==> config.mk <==
export PLATFORM = sky130hd
export DESIGN_NAME = text_line_buffer_flat
export DESIGN_NICKNAME = d
export VERILOG_FILES = /design/src/rtl/text_line_buffer_if.sv /design/src/rtl/text_line_buffer.sv /design/src/flat_wrapper.sv
export SDC_FILE = /design/constraint.sdc
export NUM_CORES = 1
export LEC_CHECK = 0
export BUFFER_PORTS_ARGS = -buffer_cell sky130_fd_sc_hd__clkbuf_2
export CAP_MARGIN = 20
export CORE_UTILIZATION = 50
export CTS_BUF_LIST = sky130_fd_sc_hd__clkbuf_4 sky130_fd_sc_hd__clkbuf_8
export CTS_CLUSTER_DIAMETER = 40
export DETAILED_ROUTE_END_ITERATION = 6
export PLACE_DENSITY = 0.74
export SKIP_CTS_REPAIR_TIMING = 1
export SLEW_MARGIN = 20
export SYNTH_ARGS = -nofsm -noshare
export SYNTH_HDL_FRONTEND = slang
export SYNTH_SLANG_ARGS = --single-unit
==> constraint.sdc <==
create_clock -name clk -period 4.7 [get_ports clk]
set_clock_uncertainty 0.15 [all_clocks]
set_input_delay 0.235 -clock clk [delete_from_list [all_inputs] [get_ports clk]]
set_output_delay 0.235 -clock clk [all_outputs]
set_load 0.03 [all_outputs]
==> src/rtl/text_line_buffer_if.sv <==
// Character-entry handshake for text_line_buffer.
// The master offers in_char with in_valid. The slave answers with in_ready.
// A character transfers on a rising clock edge where in_valid and in_ready are both 1.
interface text_line_buffer_if;
    logic       in_valid;
    logic [6:0] in_char;
    logic       in_ready;

    modport master (output in_valid, output in_char, input in_ready);
    modport slave  (input in_valid, input in_char, output in_ready);
endinterface

==> src/rtl/text_line_buffer.sv <==
// Single-line text buffer feeding a glyph renderer.
// Characters are entered through a ready/valid interface. Printable codes append to the line,
// backspace removes the last character, and carriage return empties the line. Each cell holds
// one 7-bit ASCII code.
// The display side maps the scan position (pixel_x, pixel_y) combinationally to the cell
// underneath it, returning that cell's code and the cell's top-left pixel position.
// After reset, and after every carriage return, the block blanks the whole line with spaces,
// writing one cell per cycle. It does not accept characters while it is blanking.
// Optional feature: define TEXT_LINE_BUFFER_CURSOR_EN to show a blinking '_' cursor in the cell
// just past the end of the line.
module text_line_buffer #(
    parameter int unsigned MAX_CHARS = 32,
    parameter int unsigned TEXT_X    = 0,
    parameter int unsigned TEXT_Y    = 0
) (
    input  logic                      clk,
    input  logic                      reset,
    text_line_buffer_if.slave         in_if,
    input  logic [9:0]                pixel_x,
    input  logic [9:0]                pixel_y,
    output logic [6:0]                char_code,
    output logic [9:0]                text_x,
    output logic [9:0]                text_y,
    output logic [6:0]                length,
    output logic                      full
);

    localparam int unsigned     IdxW    = (MAX_CHARS > 1) ? $clog2(MAX_CHARS) : 1;
    localparam logic [6:0]      MaxLen  = 7'(MAX_CHARS);
    localparam logic [IdxW-1:0] LastIdx = IdxW'(MAX_CHARS - 1);
    localparam logic [9:0]      XBase   = 10'(TEXT_X);
    localparam logic [9:0]      YBase   = 10'(TEXT_Y);
    localparam logic [10:0]     YEnd    = 11'(TEXT_Y + 16);
    localparam logic [6:0]      Space   = 7'h20;
    localparam logic [6:0]      Bksp    = 7'h08;
    localparam logic [6:0]      Cr      = 7'h0D;

    typedef enum logic {StClear, StIdle} state_e;

    state_e          state_q, state_d;
    logic [IdxW-1:0] sweep_q, sweep_d;
    logic [6:0]      len_q, len_d;

    // Character store. It has no reset; the blanking sweep initialises it.
    logic [6:0]      mem [MAX_CHARS];
    logic            mem_we;
    logic [IdxW-1:0] mem_waddr;
    logic [6:0]      mem_wdata;

    logic [6:0]      cell_idx;
    logic [IdxW-1:0] rd_idx;
    logic            in_win;

    assign full   = (len_q == MaxLen);
    assign length = len_q;

    // State register: reset forces the blanking sweep to restart at cell 0.
    always_ff @(posedge clk or posedge reset) begin
        if (reset) begin
            state_q <= StClear;
            sweep_q <= '0;
            len_q   <= '0;
        end else begin
            state_q <= state_d;
            sweep_q <= sweep_d;
            len_q   <= len_d;
        end
    end

    // Next-state logic: blanking sweep, and decoding of accepted characters.
    always_comb begin
        state_d        = state_q;
        sweep_d        = sweep_q;
        len_d          = len_q;
        mem_we         = 1'b0;
        mem_waddr      = sweep_q;
        mem_wdata      = Space;
        in_if.in_ready = 1'b0;
        unique case (state_q)
            StClear: begin
                mem_we = 1'b1;
                if (sweep_q == LastIdx) begin
                    state_d = StIdle;
                    sweep_d = '0;
                end else begin
                    sweep_d = sweep_q + IdxW'(1);
                end
            end
            StIdle: begin
                in_if.in_ready = 1'b1;
                if (in_if.in_valid) begin
                    if (in_if.in_char >= 7'h20 && in_if.in_char <= 7'h7E) begin
                        // A printable character that arrives when the line is full is dropped.
                        if (!full) begin
                            mem_we    = 1'b1;
                            mem_waddr = IdxW'(len_q);
                            mem_wdata = in_if.in_char;
                            len_d     = len_q + 7'd1;
                        end
                    end else if (in_if.in_char == Bksp) begin
                        if (len_q != 7'd0) begin
                            mem_we    = 1'b1;
                            mem_waddr = IdxW'(len_q - 7'd1);
                            len_d     = len_q - 7'd1;
                        end
                    end else if (in_if.in_char == Cr) begin
                        len_d   = '0;
                        sweep_d = '0;
                        state_d = StClear;
                    end
                end
            end
            default: ;
        endcase
    end

    // Single write port. The display reads combinationally, so a read in the same cycle returns
    // the cell's old contents.
    always_ff @(posedge clk) begin
        if (mem_we) begin
            mem[mem_waddr] <= mem_wdata;
        end
    end

`ifdef TEXT_LINE_BUFFER_CURSOR_EN
    logic [24:0] blink_q;

    // Free-running blink counter. Its MSB is the cursor phase.
    always_ff @(posedge clk or posedge reset) begin
        if (reset) begin
            blink_q <= '0;
        end else begin
            blink_q <= blink_q + 25'd1;
        end
    end
`endif

    // Display lookup: map the scan position to a cell, and return its code and origin.
    always_comb begin
        cell_idx  = 7'((pixel_x - XBase) >> 3);
        in_win    = (pixel_y >= YBase) && ({1'b0, pixel_y} < YEnd) &&
                    (pixel_x >= XBase) && (cell_idx < MaxLen);
        rd_idx    = IdxW'(cell_idx);
        char_code = Space;
        text_x    = XBase;
        text_y    = YBase;
        if (in_win) begin
            char_code = mem[rd_idx];
            text_x    = XBase + {cell_idx, 3'b000};
`ifdef TEXT_LINE_BUFFER_CURSOR_EN
            if (blink_q[24] && state_q == StIdle && !full && cell_idx == len_q) begin
                char_code = 7'h5F;
            end
`endif
        end
    end

endmodule

==> src/flat_wrapper.sv <==
// flat-port wrapper written by rule: the top's interface ports become plain ports
module text_line_buffer_flat 
#(
    parameter int unsigned MAX_CHARS = 32,
    parameter int unsigned TEXT_X    = 0,
    parameter int unsigned TEXT_Y    = 0
)
  (clk, reset, pixel_x, pixel_y, char_code, text_x, text_y, length, full, in_if_in_valid, in_if_in_char, in_if_in_ready);
  text_line_buffer_if in_if_i ();
  input  logic clk;
  input  logic reset;
  input  logic [9:0] pixel_x;
  input  logic [9:0] pixel_y;
  output logic [6:0] char_code;
  output logic [9:0] text_x;
  output logic [9:0] text_y;
  output logic [6:0] length;
  output logic full;
  input wire logic [$bits(in_if_i.in_valid)-1:0] in_if_in_valid;
  input wire logic [$bits(in_if_i.in_char)-1:0] in_if_in_char;
  output wire logic [$bits(in_if_i.in_ready)-1:0] in_if_in_ready;
  assign in_if_i.in_valid = in_if_in_valid;
  assign in_if_i.in_char = in_if_in_char;
  assign in_if_in_ready = in_if_i.in_ready;
  text_line_buffer #(.MAX_CHARS(MAX_CHARS), .TEXT_X(TEXT_X), .TEXT_Y(TEXT_Y)) u_core (.clk(clk), .reset(reset), .in_if(in_if_i), .pixel_x(pixel_x), .pixel_y(pixel_y), .char_code(char_code), .text_x(text_x), .text_y(text_y), .length(length), .full(full));
endmodule
==> out/metrics.cfg, run 1 <==
[final_layout]
fin_util_pct = 58.9
fillers = 1423
area_delta_synth_final_pct = 14.3
drive_gt1_share_pct = 34.6
fin_area_um2 = 11600
fin_cells = 939
diodes = 0
nNetsFinal = 682

[global_routing]
grt_remaining_overflow = 0
grt_pass1_vias = 5623
antenna_found_initial = 0
grt_start_max_net_pins = 45
grt_usage_pct = 20.7
grt_first_pass_wirelength_um = 31300

[route]
wl_per_cell_um = 21.6
route.vias.total = 5557
drt-pass1-iter-count = 5
postRouteAntennaNets = 0
viasPerCell = 5.92
drc = 0
wirelength_um = 20300
drt-initial-drc-count = 460

[logic_synthesis]
synth_area_leaders = edfxtp_1 66%, mux4_2 16%, dfrtp_1 3.2%
synth_cells = 550
synth-seq-cells = 237
ys_warn_count = 0
synth_edf_count = 224
synth.cell_area_um2 = 10200
synth_area_leader_cell = edfxtp_1
synthArstFlopShare_pct = 5.49
synth_most_common_cell = edfxtp_1
synth.top_cell.area_share_pct = 66.2
syn_avg_cell_area_um2 = 18.5
synth_ff_type = edfxtp_1
synth_top_cells_by_count = 224 x edfxtp_1, 70 x mux4_2, 21 x nor3_1
ys_types = 58
ys_seq_area_share_pct = 69.4

[placed_design]
dp.cells = 869
hpwlAfterDp_um = 13200
gp_congestion = 0.865
port_buffers = 43
placedInstanceArea_um2 = 10800

[cts]
clock_latency_ns = 0.51
path_clk_slew_ns = 0.06
cts_max_level = 2
cts_tree = yes
numCtsBuffers = 39
cts.path.max_buffers = 3
cts_sinks = 237
cts_root_buf = clkbuf_8

[setup_path]
endpoint_kind = register
startpoint_type = register
cp.required_ns = 4.77
cp_max_fo = 11
crit_arrival_ns = 3.84
reg2regPathDepth = 10
crit_type = register to register

[timing]
fin_crit_ns = 3.77
slew_headroom_pct = 30.4
max_slew.worst_pin.slew_ns = 1.04
fmax_ghz = 0.265
slew_viol_final = 0
hold_viol_final = 0
hold-worst-slack_ns = 0.0512
rsz0062_at_grt = no
fin_crit_sh_pct = 80.2
setup_violations = 0
finalSetupTns_ns = 0

[status]
status = complete, no violations

[hold_path]
hold_depth = 4
hold_path_class = primary input to register

[run]
drv_cap = 0

[die]
dieArea_um2 = 20900
start_util_pct = 51.5
pin_count = 66
rows = 51
die_h_um = 145
die_w_um = 145
fp.coreArea_um2 = 19700

[power_and_ir_drop]
leakagePower_nw = 3.95
vdd_drop_max_mv = 0.266
power.density_nw_per_um2 = 444

cell usage in the layout, fill, tap and decap left out, drive strengths merged, types with 6 or more instances in the layout:
cell type	Yosys	layout
and3	6	6
clkbuf	15	94
mux2i	9	9
nor3	21	21
dfrtp	13	13
nor2	21	21
conb	1	15
clkinv	0	14
and2	6	6
nand2	17	17
nor4	21	21
inv	7	8
o21ai	16	16
a21oi	10	10
mux4	70	70
edfxtp	224	224
buf	29	42
per-layer routing:
metal	GRT usage [%]	vias to the layer above	routed length, um
met2	35.0	216	10300
met1	27.1	2861	8500
li1	-	2451	-
met5	0	-	0
met3	4.21	29	1220
met4	6.15	0	356
cell families after synthesis:
| family | Yosys count | synth area share [%] |
|---|---|---|
| other cells | 1 | 0.0369 |
| xor+xnor | 2 | 0.172 |
| compound gates | 60 | 4.24 |
| mux | 81 | 16.6 |
| simple gates | 113 | 6.14 |
| flops | 237 | 69.4 |
| fa+ha+maj | 5 | 0.616 |
| buf+inv | 51 | 2.79 |
state kept, by name (all words and copies together), names as in the netlist:
name	cells
u_core.length	7
u_core.sweep_q	5
u_core.state_q	1
u_core.mem	224
stage by stage:
stage                     power (mW)  worst slack (ns)
after floorplan                 3.23             0.388
after global placement          3.42             0.929
after detailed placement        3.47             0.821
after CTS                       5.18             0.897
after global routing            5.35             0.644
final                           5.16             0.932
worst max-delay path: stages (launching register included):
cell and delay, ns:
dfrtp_1 0.49, inv_1 0.15, ha_1 0.16, or4b_1 0.47, or2_1 0.27, a21oi_1 0.27, nor2_1 0.11, o2bb2ai_1 0.34
buf_4 0.28, nor3_1 0.53, buf_4 0.25
worst paths after layout:
| check | from | endpoint | slack [ns] |
|---|---|---|---|
| max | u_core.length[0]$_DFFE_PP0P_ | u_core.mem[22][1]$_DFFE_PP_ | 0.93 |
| min | in_if_in_char[2] | u_core.state_q$_DFF_PP0_ | 0.05 |
| max reg2reg | u_core.length[0]$_DFFE_PP0P_ | u_core.mem[22][1]$_DFFE_PP_ | 0.93 |
| min reg2reg | u_core.sweep_q[2]$_DFFE_PP0P_ | u_core.sweep_q[2]$_DFFE_PP0P_ | 0.43 |
| max in group asynchronous | reset | u_core.sweep_q[0]$_DFFE_PP0P_ | 3.91 |
| min in group asynchronous | reset | u_core.state_q$_DFF_PP0_ | 0.14 |
area by class of cell:
class / count / area (um2) / share of cell area (%)
clock inverter: 16 / 104 / 0.894
tap: 265 / 332 / 2.85
timing repair buffer: 86 / 556 / 4.78
inverter: 7 / 26.3 / 0.226
multi-input combinational: 276 / 2900 / 25.0
sequential: 237 / 7050 / 60.7
clock buffer: 52 / 647 / 5.57
power by group:
part           switching (mW)  leakage (nW)  internal [mW]
clock                   0.760         0.396          0.953
sequential              0.109          2.21           2.48
combinational           0.551          1.35          0.305
No activity file was read; power rests on OpenSTA's default activity.
==> run 2: changes to the inputs <==
Settings changed: ABC_AREA set to 1, PLACE_DENSITY 0.74 to 0.76.
Clock period 4.7 ns to 3.1 ns, I/O delays scaled along.
==> out/metrics.cfg, run 2 <==
[logic_synthesis]
synth_cells = 924  ; +68%
synth_ff_type = edfxtp_1
ys_types = 38  ; -34%
syn_avg_cell_area_um2 = 11.4  ; -38%
synth_area_leader_cell = edfxtp_1
synth-seq-cells = 237  ; unchanged
synth_edf_count = 224  ; unchanged
synth.cell_area_um2 = 10600  ; +4.0%
ys_warn_count = 0  ; unchanged
ys_seq_area_share_pct = 66.7  ; -2.7 points
synth_top_cells_by_count = 224 x edfxtp_1, 176 x nor2_1, 127 x o21ai_0
synthArstFlopShare_pct = 5.49  ; unchanged
synth_most_common_cell = edfxtp_1
synth.top_cell.area_share_pct = 63.6  ; -2.5 points
synth_area_leaders = edfxtp_1 64%, nor2_1 6.3%, o21ai_0 6.0%

[die]
pin_count = 66  ; unchanged
die_h_um = 147  ; +2.0%
rows = 52  ; +2.0%
die_w_um = 147  ; +2.0%
start_util_pct = 51.6  ; about the same
dieArea_um2 = 21700  ; +3.9%
fp.coreArea_um2 = 20500  ; +3.9%

[power_and_ir_drop]
clkPwrFrac_pct = 32.8  ; -0.4 points
sw_frac_of_total_pct = 30.0  ; +2.5 points
leakagePower_nw = 4.42  ; +12%
vdd_drop_max_mv = 0.390  ; +47%
p_int_mw = 5.63  ; +51%
p_seq_share_pct = 48.1  ; -2.1 points
power.total_mw = 8.05  ; +56%
p_comb_share_pct = 19.2  ; +2.6 points
switchingPower_mw = 2.42  ; +70%
power.density_nw_per_um2 = 668  ; +50%

[route]
postRouteAntennaNets = 0  ; unchanged
drt-pass1-iter-count = 5  ; unchanged
wl_per_cell_um = 18.8  ; -13%
drt-initial-drc-count = 717  ; +56%
route.vias.total = 7468  ; +34%
viasPerCell = 5.71  ; -3.6%
drc = 0  ; unchanged
wirelength_um = 24600  ; +21%

[global_routing]
grt_remaining_overflow = 0  ; unchanged
antenna_found_initial = 0  ; unchanged
grt_start_max_net_pins = 113  ; +150%
grt_pass1_vias = 7251  ; +29%
grt_usage_pct = 23.2  ; +2.5 points
grt_first_pass_wirelength_um = 38500  ; +23%

[setup_path]
crit_type = register to register
critPathMaxStageDelay_ns = 0.47  ; -0.06 ns
crit_family = simple AND/OR/NAND/NOR gates
r2r_end = u_core.mem[26][4]$_DFFE_PP_
cp_cell_sequence = inv_1 > ha_1 > inv_1 > nor2_4 > nand2_4 > nand2_4 > nand2_4 > nand3_4 > nand2_4 > nand2_4 > nand3_4 > nor2_1
worst_path_most_repeated_cell = nand2_4
endpoint_kind = register
crit_arrival_ns = 2.78  ; -1.06 ns
cp.required_ns = 3.11  ; -1.66 ns
reg2regPathDepth = 12  ; +2
r2r_start = u_core.length[0]$_DFFE_PP0P_
cp_slowest_cell = nor2_1
cp_max_fo = 8  ; -3
startpoint_type = register
path_buf_inv = 2  ; -1
reg2reg_slack_ns = 0.33  ; -0.60 ns

[timing]
fin_crit_ns = 2.77  ; -0.997 ns
fin_crit_sh_pct = 89.4  ; +9.2 points
rsz0062_at_grt = no
hold_viol_final = 0  ; unchanged
fmax_ghz = 0.361  ; +36%
setup_violations = 0  ; unchanged
hold-worst-slack_ns = 0.0658  ; +0.0146 ns
max_slew.worst_pin.slew_ns = 0.686  ; -0.358 ns
slew_viol_final = 0  ; unchanged
slew_headroom_pct = 53.9  ; +23 points

[cts]
cts_root_buf = clkbuf_8
cts.path.max_buffers = 3  ; unchanged
clock_latency_ns = 0.52  ; about the same
cts_tree = yes
cts_max_level = 2  ; unchanged
numCtsBuffers = 38  ; -2.6%
path_clk_slew_ns = 0.06  ; about the same
cts_sinks = 237  ; unchanged

[placed_design]
port_buffers = 43  ; unchanged
gp_congestion = 0.871  ; +0.62%
hpwlAfterDp_um = 15200  ; +15%
dp.cells = 1238  ; +42%

[run]
drv_cap = 0  ; unchanged

[final_layout]
top_register = u_core.mem
final_cell_mix = 224 x edfxtp_1, 175 x nor2_1, 127 x o21ai_0, 99 x nand2_1, 53 x nand3_1
largest_reg_flops = 224  ; unchanged
diodes = 0  ; unchanged
area_delta_synth_final_pct = 14.1
drive_gt1_share_pct = 18.9  ; -16 points
final_common_cell = edfxtp_1
fin_cells = 1309  ; +39%
nNetsFinal = 1046  ; +53%
fin_util_pct = 58.8  ; -0.091 points

[status]
status = complete, no violations

[hold_path]
hold_path_class = primary input to async pin

## run 2: cell types whose count changed after synthesis, sizes merged, moves of 49 or more
cell | previous run | this run
mux4 | 70 | 0
o21ai | 16 | 132
nand3 | 5 | 57
nand2 | 17 | 120
nor2 | 21 | 182
o221ai | 1 | 50
## run 2: worst max-delay path by stage
stage | start | slack (ns) | to | depth (start not counted)
final | u_core.length[0]$_DFFE_PP0P_ | 0.33 | u_core.mem[26][4]$_DFFE_PP_ | 12
after global routing | u_core.length[0]$_DFFE_PP0P_ | 0.09 | u_core.mem[26][2]$_DFFE_PP_ | 12
after detailed placement | u_core.length[0]$_DFFE_PP0P_ | 0.36 | u_core.mem[26][2]$_DFFE_PP_ | 12
after CTS | u_core.length[0]$_DFFE_PP0P_ | 0.35 | u_core.mem[26][2]$_DFFE_PP_ | 12
after floorplan | u_core.length[0]$_DFFE_PP0P_ | -0.13 | u_core.mem[0][0]$_DFFE_PP_ | 7
after global placement | u_core.length[0]$_DFFE_PP0P_ | 0.39 | u_core.mem[26][5]$_DFFE_PP_ | 12
## run 2: metal layers
metal  up-vias  part of all wire (%)  global-route usage (%)
met3        52                   9.2                    4.69
met4         0                   3.7                    10.9
met1      3559                    40                    31.1
met5         -                     0                       0
li1       3490                     -                       -
met2       367                    47                    36.4
## run 2: cell type report
class / instances / area, um2
multi-input combinational: 596 / 3100
inverter: 41 / 159
clock inverter: 21 / 155
clock buffer: 47 / 597
sequential: 237 / 7050
fill: 1639 / 8440
tap: 270 / 338
timing repair buffer: 97 / 653
## run 2: power groups by stage
stage / combinational [mW] / sequential, mW / clock [mW]
finish: 1.54 / 3.87 / 2.64
global route: 1.70 / 3.88 / 2.80
CTS: 1.52 / 3.86 / 2.68
detailed placement: 1.51 / 3.93 / 0
global placement: 1.49 / 3.92 / 0
floorplan: 1.05 / 3.96 / 0
## run 2: cells by family (layout without fill, tap and decap cells)
group | after synthesis | in the layout | synth area share [%]
compound gates | 200 | 200 | 11.6
xor+xnor | 4 | 4 | 0.332
fa+ha+maj | 5 | 5 | 0.592
buf+inv | 105 | 206 | 4.69
flops | 237 | 237 | 66.7
other cells | 1 | 15 | 0.0355
simple gates | 372 | 372 | 16.1
## run 2: worst register-to-register path, stage by stage (launching register included)
cell and delay [ns]:
dfrtp_1 0.42, inv_1 0.21, ha_1 0.22, inv_1 0.07
nor2_4 0.14, nand2_4 0.10, nand2_4 0.09, nand2_4 0.06
nand3_4 0.11, nand2_4 0.06, nand2_4 0.12, nand3_4 0.17
nor2_1 0.47
## run 2: through the flow
step | instance area [um2] | TNS [ns] | worst slack [ns]
2_1_floorplan | 10600 | -20.54 | -0.128
3_3_place_gp | 11300 | 0 | 0.391
3_5_place_dp | 11300 | 0 | 0.360
4_1_cts | 12000 | 0 | 0.352
5_1_grt | 12100 | 0 | 0.0856
6_report | 12100 | 0 | 0.329
==> run 3: changes to the inputs <==
Settings changed: CORE_UTILIZATION 50 to 60, PLACE_DENSITY 0.76 to 0.85.
Clock period 3.1 ns to 2.6 ns, I/O delays scaled along.
==> out/metrics.cfg, run 3 (synthesized netlist as in run 2, its figures left out) <==
[status]
status = finished, violations left
violations = hold timing

[global_routing]
grt_pass1_vias = 7321  ; +0.97%
grt_remaining_overflow = 0  ; unchanged
grt_start_max_net_pins = 113  ; unchanged
grt_usage_pct = 28.0  ; +4.8 points
antenna_found_initial = 0  ; unchanged
grt_first_pass_wirelength_um = 38400  ; -0.25%

[setup_path]
r2r_start = u_core.length[2]$_DFFE_PP0P_
crit_family = simple AND/OR/NAND/NOR gates
reg2reg_slack_ns = 0.10  ; -0.23 ns
reg2regPathDepth = 13  ; +1
cp_slowest_cell = dfrtp_2
cp_max_fo = 7  ; -1
endpoint_kind = register
cp_cell_sequence = buf_4 > inv_1 > nand2_2 > nor2_4 > nand2_4 > nand2_4 > nand2_4 > nand3_4 > nand2_1 > nand2_2 > nand3_1 > nor2_1 > buf_4
path_buf_inv = 3  ; +1
startpoint_type = register
crit_cells = 13  ; +1
crit_type = register to register
worst_path_most_repeated_cell = nand2_4
crit_arrival_ns = 2.58  ; -0.20 ns
cp.required_ns = 2.68  ; -0.43 ns
critPathMaxStageDelay_ns = 0.47  ; about the same
r2r_end = u_core.mem[11][1]$_DFFE_PP_

[power_and_ir_drop]
power.total_mw = 9.72  ; +21%
leakagePower_nw = 4.48  ; +1.2%
power.density_nw_per_um2 = 800  ; +20%
vdd_drop_max_mv = 0.710  ; +82%

[timing]
fin_crit_ns = 2.50  ; -0.273 ns
slew_headroom_pct = 54.9  ; +1.1 points
rsz0062_at_grt = yes
slew_viol_final = 0  ; unchanged
max_slew.worst_pin.slew_ns = 0.674  ; -0.0116 ns
setup_violations = 0  ; unchanged
hold_viol_final = 4  ; +4
fmax_ghz = 0.400  ; +11%
fin_crit_sh_pct = 96.1  ; +6.7 points
hold-worst-slack_ns = -0.0506  ; -0.116 ns

[final_layout]
final_common_cell = edfxtp_1
fillers = 1162  ; -29%
largest_reg_flops = 224  ; unchanged
regArea_um2 = 7050  ; about the same
final_cell_mix = 224 x edfxtp_1, 174 x nor2_1, 127 x o21ai_0, 97 x nand2_1, 53 x buf_4
drive_gt1_share_pct = 20.3  ; +1.4 points
area_delta_synth_final_pct = 15.0
nNetsFinal = 1054  ; +0.76%
diodes = 0  ; unchanged
fin_util_pct = 70.5  ; +12 points
fin_area_um2 = 12200  ; +0.85%
multi_input_area_um2 = 3180  ; +2.5%
top_register = u_core.mem

[die]
die_h_um = 135  ; -8.6%
pin_count = 66  ; unchanged
fp.coreArea_um2 = 17200  ; -16%
rows = 48  ; -7.7%
dieArea_um2 = 18100  ; -16%
die_w_um = 135  ; -8.6%
start_util_pct = 61.3  ; +9.7 points

[placed_design]
placedInstanceArea_um2 = 11300  ; +0.53%
gp_congestion = 0.902  ; +3.6%
hpwlAfterDp_um = 15200  ; about the same
port_buffers = 43  ; unchanged

[cts]
cts_sinks = 237  ; unchanged
cts_tree = yes
cts_max_level = 2  ; unchanged
path_clk_slew_ns = 0.06  ; about the same
clock_latency_ns = 0.52  ; about the same
numCtsBuffers = 39  ; +2.6%
cts_root_buf = clkbuf_8
cts.path.max_buffers = 3  ; unchanged

[hold_path]
hold_path_end = u_core.state_q$_DFF_PP0_
hold_depth = 4
hold_path_class = primary input to register
hold_start = in_if_in_char[1]

[route]
drc = 0  ; unchanged
wl_per_cell_um = 19.5  ; +3.6%
drt-pass1-iter-count = 5  ; unchanged
drt-initial-drc-count = 767  ; +7.0%
postRouteAntennaNets = 0  ; unchanged
route.vias.total = 7691  ; +3.0%
viasPerCell = 6.06  ; +6.2%
wirelength_um = 24700  ; +0.45%

[run]
drv_cap = 0  ; unchanged

-- run 3: worst min-delay path, cell delays in order --
cell and delay [ns]:
clkbuf_2 0.11, nor4_1 0.06, buf_4 0.15, a31oi_1 0.13
-- run 3: layer usage --
layer / track usage [%] / vias to the layer above / wire length [um]
met5: 0 / - / 0
met3: 5.03 / 64 / 2040
li1: - / 3502 / -
met4: 10.5 / 0 / 725
met2: 48.6 / 416 / 12700
met1: 35.2 / 3709 / 9280
-- run 3: stage by stage --
stage               std cells  hold WS [ns]  worst slack, ns  TNS (ns)
finish                   1269       -0.0506            0.102         0
global route             1269       0.00698          -0.0766     -3.91
CTS                      1266        -0.550           0.0451         0
detailed placement       1200        0.0122           0.0811         0
global placement         1200       0.00597            0.172         0
floorplan                 938        -0.143           -0.110    -33.23
-- run 3: worst max-delay path by stage --
| stage | startpoint | endpoint | slack, ns |
|---|---|---|---|
| 3_5_place_dp | u_core.length[0]$_DFFE_PP0P_ | u_core.mem[7][0]$_DFFE_PP_ | 0.08 |
| 3_3_place_gp | u_core.length[0]$_DFFE_PP0P_ | u_core.mem[3][6]$_DFFE_PP_ | 0.17 |
| 4_1_cts | u_core.length[0]$_DFFE_PP0P_ | u_core.mem[22][0]$_DFFE_PP_ | 0.05 |
| 2_1_floorplan | u_core.length[0]$_DFFE_PP0P_ | u_core.mem[21][0]$_DFFE_PP_ | -0.11 |
| 5_1_grt | u_core.length[0]$_DFFE_PP0P_ | u_core.mem[25][2]$_DFFE_PP_ | -0.08 |
| 6_report | u_core.length[2]$_DFFE_PP0P_ | u_core.mem[11][1]$_DFFE_PP_ | 0.10 |
-- run 3: power by group --
| part | switching, mW | internal [mW] |
|---|---|---|
| logic | 1.40 | 0.590 |
| registers | 0.112 | 4.47 |
| clock network | 1.41 | 1.73 |
-- run 3: area by class of cell --
type,instances,area share [%]
Sequential cell,237,58.0
Clock buffer,48,4.97
Tap cell,225,2.32
Timing Repair Buffer,104,6.08
Inverter,41,1.31
Multi-Input combinational cell,596,26.2
Clock inverter,18,1.15
